[src/rtl/cnn_pkg.sv]
// Shared types and constants for the CNN frame controller: frame states,
// image geometry and the layout of the result byte returned to USB.
package cnn_pkg;

    typedef enum logic [2:0] {
        IDLE,
        LOAD,
        LABEL,
        FWD,
        BWD,
        OUT
    } frame_state_t;

    localparam int IMAGE_SIZE   = 28;
    localparam int IMAGE_PIXELS = IMAGE_SIZE * IMAGE_SIZE;
    localparam int NUM_CLASSES  = 10;

    localparam int RES_TRAIN_BIT = 7;
    localparam int RES_ERR_BIT   = 6;
    localparam int RES_CLASS_LSB = 0;
    localparam int RES_CLASS_W   = 4;

    // Inference frames never carry a label, so the error flag is masked there.
    function automatic logic [7:0] result_byte(input logic train, input logic err,
                                               input logic [3:0] cls);
        logic [7:0] b;
        b = '0;
        b[RES_CLASS_LSB +: RES_CLASS_W] = cls;
        b[RES_TRAIN_BIT] = train;
        b[RES_ERR_BIT]   = train & err;
        return b;
    endfunction

endpackage

[src/rtl/pulse_on_entry.sv]
// Registered single-cycle strobe: high for exactly the first cycle a state is occupied.
module pulse_on_entry (
    input  logic clk,
    input  logic rst,
    input  logic enter,
    output logic pulse
);

    always_ff @(posedge clk or posedge rst) begin
        if (rst) begin
            pulse <= 1'b0;
        end else begin
            pulse <= enter;
        end
    end

endmodule

[src/rtl/cnn_frame_ctrl.sv]
// Frame controller: loads one image (plus optional label) into the image buffer,
// sequences forward/backward passes and hands the result byte back to USB.
module cnn_frame_ctrl
    import cnn_pkg::*;
#(
    parameter int IMAGE_SIZE   = 28,
    parameter int IMAGE_PIXELS = IMAGE_SIZE * IMAGE_SIZE,
    parameter int NUM_CLASSES  = 10,
    parameter int ADDR_W       = 10
) (
    input  logic              clk,
    input  logic              rst,
    input  logic [7:0]        usb_data_in,
    input  logic              usb_data_valid,
    input  logic              mode_train,
    output logic              buf_we,
    output logic [ADDR_W-1:0] buf_addr,
    output logic [7:0]        buf_wdata,
    output logic [3:0]        label,
    output logic              fwd_start,
    input  logic              fwd_done,
    input  logic [3:0]        class_idx,
    output logic              bwd_start,
    input  logic              bwd_done,
    output logic [7:0]        usb_data_out,
    output logic              usb_data_ready,
    input  logic              usb_data_ack,
    output logic              busy,
    output logic              overrun
);

    frame_state_t      state_reg, state_next;
    logic [ADDR_W-1:0] cnt_reg, cnt_next;
    logic              mode_reg, mode_next;
    logic              label_err_reg, label_err_next;
    logic [3:0]        label_reg, label_next;
    logic [3:0]        class_reg, class_next;
    logic              we_reg, we_next;
    logic [ADDR_W-1:0] addr_reg, addr_next;
    logic [7:0]        wdata_reg, wdata_next;
    logic [7:0]        out_reg, out_next;
    logic              ready_reg, ready_next;
    logic              overrun_reg, overrun_next;

    always_ff @(posedge clk or posedge rst) begin
        if (rst) begin
            state_reg     <= IDLE;
            cnt_reg       <= '0;
            mode_reg      <= 1'b0;
            label_err_reg <= 1'b0;
            label_reg     <= '0;
            class_reg     <= '0;
            we_reg        <= 1'b0;
            addr_reg      <= '0;
            wdata_reg     <= '0;
            out_reg       <= '0;
            ready_reg     <= 1'b0;
            overrun_reg   <= 1'b0;
        end else begin
            state_reg     <= state_next;
            cnt_reg       <= cnt_next;
            mode_reg      <= mode_next;
            label_err_reg <= label_err_next;
            label_reg     <= label_next;
            class_reg     <= class_next;
            we_reg        <= we_next;
            addr_reg      <= addr_next;
            wdata_reg     <= wdata_next;
            out_reg       <= out_next;
            ready_reg     <= ready_next;
            overrun_reg   <= overrun_next;
        end
    end

    always_comb begin
        state_next     = state_reg;
        cnt_next       = cnt_reg;
        mode_next      = mode_reg;
        label_err_next = label_err_reg;
        label_next     = label_reg;
        class_next     = class_reg;
        we_next        = 1'b0;
        addr_next      = addr_reg;
        wdata_next     = wdata_reg;
        out_next       = out_reg;
        ready_next     = ready_reg;
        overrun_next   = overrun_reg;

        case (state_reg)
            IDLE: begin
                if (usb_data_valid) begin
                    mode_next  = mode_train;
                    we_next    = 1'b1;
                    addr_next  = '0;
                    wdata_next = usb_data_in;
                    cnt_next   = ADDR_W'(1);
                    state_next = LOAD;
                end
            end
            LOAD: begin
                if (usb_data_valid) begin
                    we_next    = 1'b1;
                    addr_next  = cnt_reg;
                    wdata_next = usb_data_in;
                    cnt_next   = cnt_reg + ADDR_W'(1);
                    if (cnt_reg == ADDR_W'(IMAGE_PIXELS - 1)) begin
                        state_next = mode_reg ? LABEL : FWD;
                    end
                end
            end
            LABEL: begin
                if (usb_data_valid) begin
                    if (usb_data_in < 8'(NUM_CLASSES)) begin
                        label_next     = usb_data_in[3:0];
                        label_err_next = 1'b0;
                    end else begin
                        label_next     = '0;
                        label_err_next = 1'b1;
                    end
                    state_next = FWD;
                end
            end
            FWD: begin
                if (usb_data_valid) begin
                    overrun_next = 1'b1;
                end
                if (fwd_done) begin
                    class_next = class_idx;
                    if (mode_reg && !label_err_reg) begin
                        state_next = BWD;
                    end else begin
                        out_next   = result_byte(mode_reg, label_err_reg, class_idx);
                        ready_next = 1'b1;
                        state_next = OUT;
                    end
                end
            end
            BWD: begin
                if (usb_data_valid) begin
                    overrun_next = 1'b1;
                end
                if (bwd_done) begin
                    out_next   = result_byte(mode_reg, label_err_reg, class_reg);
                    ready_next = 1'b1;
                    state_next = OUT;
                end
            end
            OUT: begin
                if (usb_data_valid) begin
                    overrun_next = 1'b1;
                end
                // Only an ack seen while ready is already visible completes the handshake.
                if (usb_data_ack && ready_reg) begin
                    ready_next = 1'b0;
                    state_next = IDLE;
                end
            end
            default: state_next = IDLE;
        endcase
    end

    pulse_on_entry u_fwd_pulse (
        .clk   (clk),
        .rst   (rst),
        .enter ((state_next == FWD) && (state_reg != FWD)),
        .pulse (fwd_start)
    );

    pulse_on_entry u_bwd_pulse (
        .clk   (clk),
        .rst   (rst),
        .enter ((state_next == BWD) && (state_reg != BWD)),
        .pulse (bwd_start)
    );

    assign buf_we         = we_reg;
    assign buf_addr       = addr_reg;
    assign buf_wdata      = wdata_reg;
    assign label          = label_reg;
    assign usb_data_out   = out_reg;
    assign usb_data_ready = ready_reg;
    assign busy           = (state_reg != IDLE);
    assign overrun        = overrun_reg;

endmodule

[config.mk]
export PLATFORM = sky130hd
export DESIGN_NAME = cnn_frame_ctrl
export DESIGN_NICKNAME = d
export VERILOG_FILES = /design/src/rtl/cnn_pkg.sv /design/src/rtl/pulse_on_entry.sv /design/src/rtl/cnn_frame_ctrl.sv
export SDC_FILE = /design/constraint.sdc
export NUM_CORES = 1
export LEC_CHECK = 0
export BUFFER_PORTS_ARGS = -buffer_cell sky130_fd_sc_hd__buf_2
export CAP_MARGIN = 0
export CORE_UTILIZATION = 48
export DETAILED_ROUTE_END_ITERATION = 6
export MAX_ROUTING_LAYER = met4
export PLACE_DENSITY = 0.74
export RECOVER_POWER = 100
export REMOVE_ABC_BUFFERS = 1
export SYNTH_ARGS = -nofsm -noshare
export SYNTH_HDL_FRONTEND = slang
export SYNTH_SLANG_ARGS = --single-unit
[constraint.sdc]
create_clock -name clk -period 2 [get_ports clk]
set_clock_uncertainty 0.15 [all_clocks]
set_input_delay 0.2 -clock clk [delete_from_list [all_inputs] [get_ports clk]]
set_output_delay 0.2 -clock clk [all_outputs]
set_load 0.01 [all_outputs]
**Yosys cells after proc, flatten, opt, wreduce, memory -nomap -nowiden**

Index checks and enable logic that the tools add are counted.

- Register bits: 54
- Input bits: 19
- Output and inout port bits: 36
- Logic and storage cells: 82

- $add $sub $neg: 1
- $lt $le $gt $ge: 1
- Equality and inequality tests: 16
- Muxes and demuxes: 29
- Bitwise logic cells: 1
- Reductions and logical operators: 20

Operators with widths:

| kind | number |
|---|---|
| 2-to-1 mux 10 bit | 4 |
| one-hot mux 10 bit (2 select lines) | 2 |
| 2-to-1 mux 8 bit | 3 |
| 2-to-1 mux 3 bit | 7 |
| one-hot mux 3 bit (6 select lines) | 1 |
| one-hot mux 8 bit (2 select lines) | 1 |
| != test 2 bit (second input constant) | 6 |
| adder 10 x 1 -> 10 bit (second input constant) | 1 |
| equality test 10 bit (second input constant) | 1 |
| AND reduction 2 bit | 5 |
| equality test 3 x 2 -> 1 bit (second input constant) | 3 |
| equality test 3 bit (second input constant) | 3 |
| 2-to-1 mux 1 bit | 9 |
| less-than comparator 8 x 4 -> 1 bit (second input constant) | 1 |
| nonzero test 3 bit | 2 |
| AND reduction 5 bit | 1 |
| logical AND 1 bit | 4 |
| 2-to-1 mux 4 bit | 1 |
| AND reduction 4 bit | 1 |
| nonzero test 2 bit | 2 |
| equality test 3 x 1 -> 1 bit (second input constant) | 1 |
| zero test 3 bit | 1 |
| != test 3 x 2 -> 1 bit (second input constant) | 1 |
| != test 3 bit (second input constant) | 1 |
| 6 further kinds | 6 |

**Depth between registers and ports, before layout**

Gate-level depths: netlist of the first run.

- Word-level depth: 7
- Mapped depth: 6
- Mapped depth without buffers: 4

**Cells and area by module**

Synthesis of the first run repeated with hierarchy kept, for this count alone.

- Cells, all modules: 236
- Area total of the unflattened synthesis: 2293.4 µm²

By module, submodules not included:

| module | times used | cells an instance | area an instance (µm²) | sequential area each (µm²) |
|---|---|---|---|---|
| cnn_frame_ctrl | 1 | 232 | 2235.9 | 1251.2 |
| pulse_on_entry | 2 | 2 | 28.8 | 25.0 |

**Worst setup path before layout of the first run**

OpenSTA, ideal clock, no wires.

- Kind: register to register
- From: register state_reg[0]
- To: register out_reg[0] (netlist: usb_data_out[0])
- Library setup time: 0.125 ns
- Arrival: 1.643 ns
- Data required time: 1.725 ns
- Slack: 0.082 ns
- Stages on the path, launching flop included: 5
- Buffers on the path: 1
- Clock period less this slack: 1.918 ns
- Cell sequence: dfrtp_1 -> clkbuf_1 -> nor3b_1 -> mux2_2 -> mux2_2

- Word-level cells in the longest chain between the ends: 3
- Elaborated cells between the ends (all ways): 8
- Classes of those cells: eq/ne: 5; mux: 1; reduce/logical: 2

RTL lines:

| what | RTL line | text |
|---|---|---|
| from (decl) | cnn_frame_ctrl.sv:32 | `frame_state_t state_reg, state_next;` |
| from (signal assigned) | cnn_frame_ctrl.sv:60 | `state_reg <= state_next;` |
| equality test 3 x 2 -> 1 bit or equality test 3 bit (tied branches) | cnn_frame_ctrl.sv:89 | `case (state_reg)` |
| != test 2 bit (no source line) or nonzero test 2 bit (tied branches) | -- |  |
| AND reduction 4 bit (no source line) | -- |  |
| to (signal assigned) | cnn_frame_ctrl.sv:69 | `out_reg <= out_next;` |
| to (decl) | cnn_frame_ctrl.sv:41 | `logic [7:0] out_reg, out_next;` |

Several ways; a longest one is shown, not always the timed one.
A chain may end at the register's enable or synchronous reset.

**Worst setup path in the final report of the first run**

- From: input usb_data_in[6]
- To: register label_reg[0] (netlist: label[0])

- Word-level cells in the longest chain between the ends: 2

RTL lines:

| what | RTL line | text |
|---|---|---|
| from (decl) | cnn_frame_ctrl.sv:13 | `input logic [7:0] usb_data_in,` |
| less-than comparator 8 x 4 -> 1 bit | cnn_frame_ctrl.sv:113 | `if (usb_data_in < 8'(NUM_CLASSES)) begin` |
| 2-to-1 mux 4 bit | cnn_frame_ctrl.sv:113 |  |
| to (signal assigned) | cnn_frame_ctrl.sv:64 | `label_reg <= label_next;` |
| to (decl) | cnn_frame_ctrl.sv:36 | `logic [3:0] label_reg, label_next;` |

Every way passes these cells.

==> flow_metrics.tcl, run 1 <==
set metrics [dict create \
    outcome "finished, final reports clean" \
    syn_inst 227 \
    wl_per_cell_microns 13.6 \
    critical_path_class "in -> reg" \
    utilization 0.621 \
    numCtsBuffers 5 \
    cp_top_family "simple AND/OR/NAND/NOR gates" \
    crit_cells 5 \
    drv_cap 0 \
    slew_headroom 0.374 \
    r2r_end "usb_data_out[1]" \
    place.gp.congestion 0.799 \
    ys.flop_type "dfrtp_1" \
    clk_pin_slew_ns 0.09 \
    drt-total-wl_mm 5.02 \
    die_x_microns 71.9 \
    tightest_slew_ns 0.938 \
    peakVddDrop_mv 0.447 \
    final_common_cell "nand2_1" \
    finalHoldViolCount 0 \
    die_h_microns 71.9 \
    finalCritPeriodShare 0.967 \
    yosysSeqAreaShare 0.555 \
    post-cts-setup-buffers 0 \
    ys_warn_count 0 \
    yosys_register_bits 52 \
    start_util 0.496 \
    cts_tree "yes" \
    num_io_pins 55 \
    finalSetupViolCount 0 \
    cts-root-buf "clkbuf_8" \
    leakage_nw 1.41 \
    max_freq_ghz 0.517 \
    ff2ff_setup_slack_ns 0.15 \
    final_max_slew_viol_count 0 \
    reg2reg_from "state_reg[2]" \
    dp_slack_ns 0.166 \
    grt_remaining_overflow 0 \
    postLayoutSetupSlackWorst_ns 0.0669 \
    max_stage_delay_ns 0.53 \
    via_per_inst 5.21 \
    synth_top_family_by_area "simple AND/OR/NAND/NOR gates" \
    hold_class "in -> reg" \
    drive_above_1_share 0.172 \
    cp_slowest_cell "dlygate4sd3_1" \
    nFillCells 429 \
    rsz0062_at_grt "no" \
    avgSynthCellArea_sq_um 10.3 \
    seq_area_sq_mm 0.00130 \
    rr_worst_depth 5 \
    critical_path.startpoint_type "input port" \
    dieArea_sq_mm 0.00517 \
    synth_area_sq_mm 0.00234 \
    clockBufferDepth 2 \
    rows 25 \
    grt_pass1_wl_mm 8.69 \
    clock_sinks 52 \
    synth_cell_types 43 \
    synth-simple-area-share 0.216 \
    crit_path_start "usb_data_in[6]" \
    worstSetupEndpointType "register" \
    crit_path_cell_trace "dlygate4sd3_1, buf_2, or4_1, nor3_1, a22o_1" \
    grtUsageTotal 0.224 \
    grt_start_max_net_pins 30 \
    syn2layout_area_growth_pct 25.3 \
    synth_compound_gate_area_share 0.112 \
    synthAdderAreaFrac 0.00534 \
    drc 0 \
    first_iter_violations 117 \
    ant_nets 0 \
    synthMuxAreaShare 0.0710 \
    htreeDepth 2 \
    synth-async-reset-ratio 1.00 \
    drt-pass1-iter-count 4 \
    multi_input_area_sq_um 960 \
    core-area_sq_mm 0.00472 \
    final_cell_mix "nand2_1 (57), dfrtp_1 (52), clkbuf_1 (37)" \
    powerDensity_mw_per_mm2 821 \
    vias 1921 \
    crit_end "label[0]" \
    nets 321 \
    synthXorXnorAreaFrac 0 \
    grt_pass1_vias 1814 \
    arrival_ns 2.03 \
    synth_edf_count 0 \
    stdcell_area_sq_mm 0.00294 \
    cp.required_ns 2.10 \
    dpl.hpwl_mm 3.51 \
    clk_latency_ns 0.31 \
    crit_fanout 5 \
    portBuffers 52 \
    post-route-min-period_ns 1.93 \
    place_area_sq_mm 0.00274 \
    power.total_w 0.00241 \
    diodes 0 \
    antenna_found_initial 0 \
    worst-path-buf-inv 2 \
]
## logic make-up after synthesis
group	count (synthesis)
multiplexers	15
other	1
adder cells (fa/ha/maj)	1
AO/OA/AOI/OAI	35
buffers and inverters	21
flip-flops	52
AND/OR/NAND/NOR	102
## where the power goes
part / leakage, nW / switching, W / internal (W) / total (W)
Clock: 0.0548 / 0.000353 / 0.000377 / 0.000731
Combinational: 0.685 / 0.000222 / 0.000164 / 0.000386
Sequential: 0.672 / 0.000121 / 0.00117 / 0.00129
Total: 1.41 / 0.000696 / 0.00171 / 0.00241
## per-layer routing
metal / part of all wire / GRT usage
met1: 0.44 / 0.296
met2: 0.50 / 0.353
met3: 0.042 / 0.0478
met4: 0.012 / 0.0566
met5: 0 / -
## stage by stage
stage / TNS, ns / hold WS [ns] / instances
6_report: 0 / 0.0353 / 369
2_1_floorplan: -1.39 / 0.155 / 214
5_1_grt: 0 / 0.0377 / 369
4_1_cts: 0 / 0.00105 / 368
3_5_place_dp: 0 / 0.119 / 347
3_3_place_gp: 0 / 0.112 / 347
## Yosys cell counts (2+ instances only)
cell type,instances,area [sq um]
nand3_1,17,85.1
nor4bb_1,2,20.0
o311ai_1,2,17.5
a22o_1,4,35.0
dfrtp_1,52,1300
mux2_2,13,146
inv_1,7,26.3
clkbuf_1,6,22.5
a21oi_1,7,35.0
or3_1,2,12.5
o41ai_1,3,26.3
o31ai_1,2,15.0
buf_4,2,15.0
nand4_1,2,12.5
buf_2,5,25.0
or4_1,3,22.5
a21o_1,2,15.0
nand2_1,57,214
nand2b_1,3,18.8
o21a_1,3,22.5
nand4b_1,2,17.5
mux2i_1,2,20.0
a21boi_0,3,22.5
o21ai_0,3,15.0
nor2b_1,5,31.3
## timing repair
item / in CTS / in global routing
resized for setup: 0 / 1
endpoints found under the hold margin: 39 / 1
endpoints found under the setup margin: 0 / 1
hold buffers: 13 / 1
## worst min-delay path by stage
stage / start / endpoint / slack (ns) / cells past startpoint
floorplan: usb_data_in[0] / buf_wdata[0] / 0.16 / 2
global placement: rst / buf_wdata[0] / 0.11 / 2
detailed placement: rst / label[0] / 0.12 / 2
CTS: class_idx[2] / class_reg[2] / 0.001 / 2
global route: usb_data_valid / overrun / 0.04 / 2
finish: usb_data_valid / overrun / 0.04 / 2
## final cells by class
cell class,count,share of cell area
clock buffers,5,0.0234
flip-flops and latches,52,0.443
well taps,67,0.0286
multi-input cells,155,0.327
inverters,7,0.00895
clock inverters,3,0.0158
repair buffers,80,0.153
No activity file was read; power rests on OpenSTA's default activity.
==> run 2: changes to the inputs <==
Settings changed: CELL_PAD_IN_SITES_DETAIL_PLACEMENT from default to 1, CELL_PAD_IN_SITES_GLOBAL_PLACEMENT from default to 1, CORE_UTILIZATION 48 to 37, PLACE_DENSITY 0.74 to 0.75.
==> run 2 against run 1 <==
  * Worst hold slack better by 0.016 ns
  * Cell count up 3.3%
  * Via count up 2.4%
  * Maximum frequency up 3.9%
  * Worst setup slack better by 0.072 ns
==> flow_metrics.tcl, run 2 (synthesized netlist as in run 1, its figures left out) <==
set metrics [dict create \
    post-cts-setup-buffers 0 \
    place.gp.congestion 0.859 \
    vias 1967 \
    die_x_microns 81.6 \
    clockBufferDepth 2 \
    htreeDepth 2 \
    ant_nets 0 \
    clock_sinks 52 \
    place_inst 359 \
    post-route-min-period_ns 1.86 \
    final_common_cell "nand2_1" \
    dieArea_sq_mm 0.00666 \
    crit_fanout 14 \
    peakVddDrop_mv 0.387 \
    final_cell_mix "nand2_1 (57), dfrtp_1 (52), clkbuf_1 (38)" \
    antenna_found_initial 0 \
    power_frac_comb 0.193 \
    finalHoldViolCount 0 \
    seq_area_sq_mm 0.00130 \
    hold_slack_ns 0.0510 \
    slew_headroom 0.447 \
    drt-total-wl_mm 5.75 \
    tightest_slew_ns 0.829 \
    critical_path.startpoint_type "register" \
    hold_class "in -> reg" \
    leakage_nw 1.42 \
    dpl.hpwl_mm 4.19 \
    hold_buffers 14 \
    cts-root-buf "clkbuf_8" \
    finalCritPeriodShare 0.931 \
    worstHoldStart "usb_data_valid" \
    diodes 0 \
    cp.required_ns 2.08 \
    crit_path_start "state_reg[2]" \
    rsz0062_at_grt "no" \
    rows 28 \
    numCtsBuffers 5 \
    p_int_w 0.00161 \
    worstSetupEndpointType "register" \
    drv_cap 0 \
    grt_pass1_wl_mm 9.68 \
    max_stage_delay_ns 0.48 \
    nFillCells 719 \
    portBuffers 52 \
    drive_above_1_share 0.176 \
    grt_pass1_vias 2059 \
    worst-path-buf-inv 1 \
    fin_cells 381 \
    critical_path_class "reg -> reg" \
    grtUsageTotal 0.197 \
    outcome "finished, final reports clean" \
    crit_path_cell_trace "or3b_1, clkbuf_4, or3_1, a21oi_1" \
    max_freq_ghz 0.537 \
    first_iter_violations 46 \
    postLayoutSetupSlackWorst_ns 0.139 \
    cp_top_family "simple AND/OR/NAND/NOR gates" \
    reg2reg_from "state_reg[2]" \
    swShare 0.307 \
    multi_input_area_sq_um 953 \
    cts_tree "yes" \
    start_util 0.389 \
    nets 325 \
    via_per_inst 5.16 \
    core-area_sq_mm 0.00603 \
    grt_remaining_overflow 0 \
    drc 0 \
    switching_power_w 0.000714 \
    powerDensity_mw_per_mm2 788 \
    drt-pass1-iter-count 4 \
    arrival_ns 1.94 \
    num_io_pins 55 \
    cp_slowest_cell "or3b_1" \
    cts_resized 0 \
    grt_start_max_net_pins 33 \
    pwr-share-seq 0.549 \
    clk_pin_slew_ns 0.10 \
    syn2layout_area_growth_pct 26.0 \
    clkPwrFrac 0.258 \
    clk_latency_ns 0.30 \
    final_max_slew_viol_count 0 \
    dp_slack_ns 0.187 \
    wl_per_cell_microns 15.1 \
    finalSetupViolCount 0 \
    die_h_microns 81.6 \
]
run 2: power groups by stage:
| stage | sequential, W | clock, W | combinational (W) |
|---|---|---|---|
| after global routing | 0.00130 | 0.000672 | 0.000515 |
| after global placement | 0.00129 | 0 | 0.000435 |
| after floorplan | 0.00132 | 0 | 0.000200 |
| final | 0.00128 | 0.000601 | 0.000449 |
| after detailed placement | 0.00129 | 0 | 0.000455 |
| after CTS | 0.00128 | 0.000616 | 0.000475 |
run 2: metal layers:
| metal | vias up | track usage | share of wire |
|---|---|---|---|
| met1 | 975 | 0.257 | 0.47 |
| met2 | 39 | 0.319 | 0.49 |
| met4 | 0 | 0.0526 | 0.0083 |
| met5 | - | - | 0 |
| li1 | 949 | - | - |
| met3 | 4 | 0.0333 | 0.031 |
run 2: stage by stage:
stage                      util  cell area, sq um  total power (W)  TNS, ns
after global routing      0.490              2950          0.00248        0
after detailed placement  0.462              2780          0.00175        0
final                     0.490              2950          0.00233        0
after CTS                 0.500              3010          0.00237        0
after floorplan               -              2280          0.00152    -1.39
after global placement    0.462              2780          0.00173        0
run 2: worst register-to-register path, cell delays in order (launching register included):
cell	delay, ns
dfrtp_1	0.38
or3b_1	0.48
clkbuf_4	0.25
or3_1	0.36
a21oi_1	0.16
run 2: final timing paths:
kind,to,slack (ns),depth (start not counted)
worst min-delay path,overrun,0.05,2
max in group asynchronous,buf_addr[6],0.58,4
worst max-delay path,cnt_reg[3],0.14,4
worst min register to register,overrun,0.31,1
worst max register to register,cnt_reg[3],0.14,4
min in group asynchronous,buf_wdata[0],0.46,3
run 2: area by class of cell:
cell class,instances,share of cell area
clock buffers,6,0.0246
inverters,7,0.00890
multi-input cells,155,0.323
clock inverters,2,0.00551
well taps,75,0.0318
repair buffers,84,0.166
flip-flops and latches,52,0.441
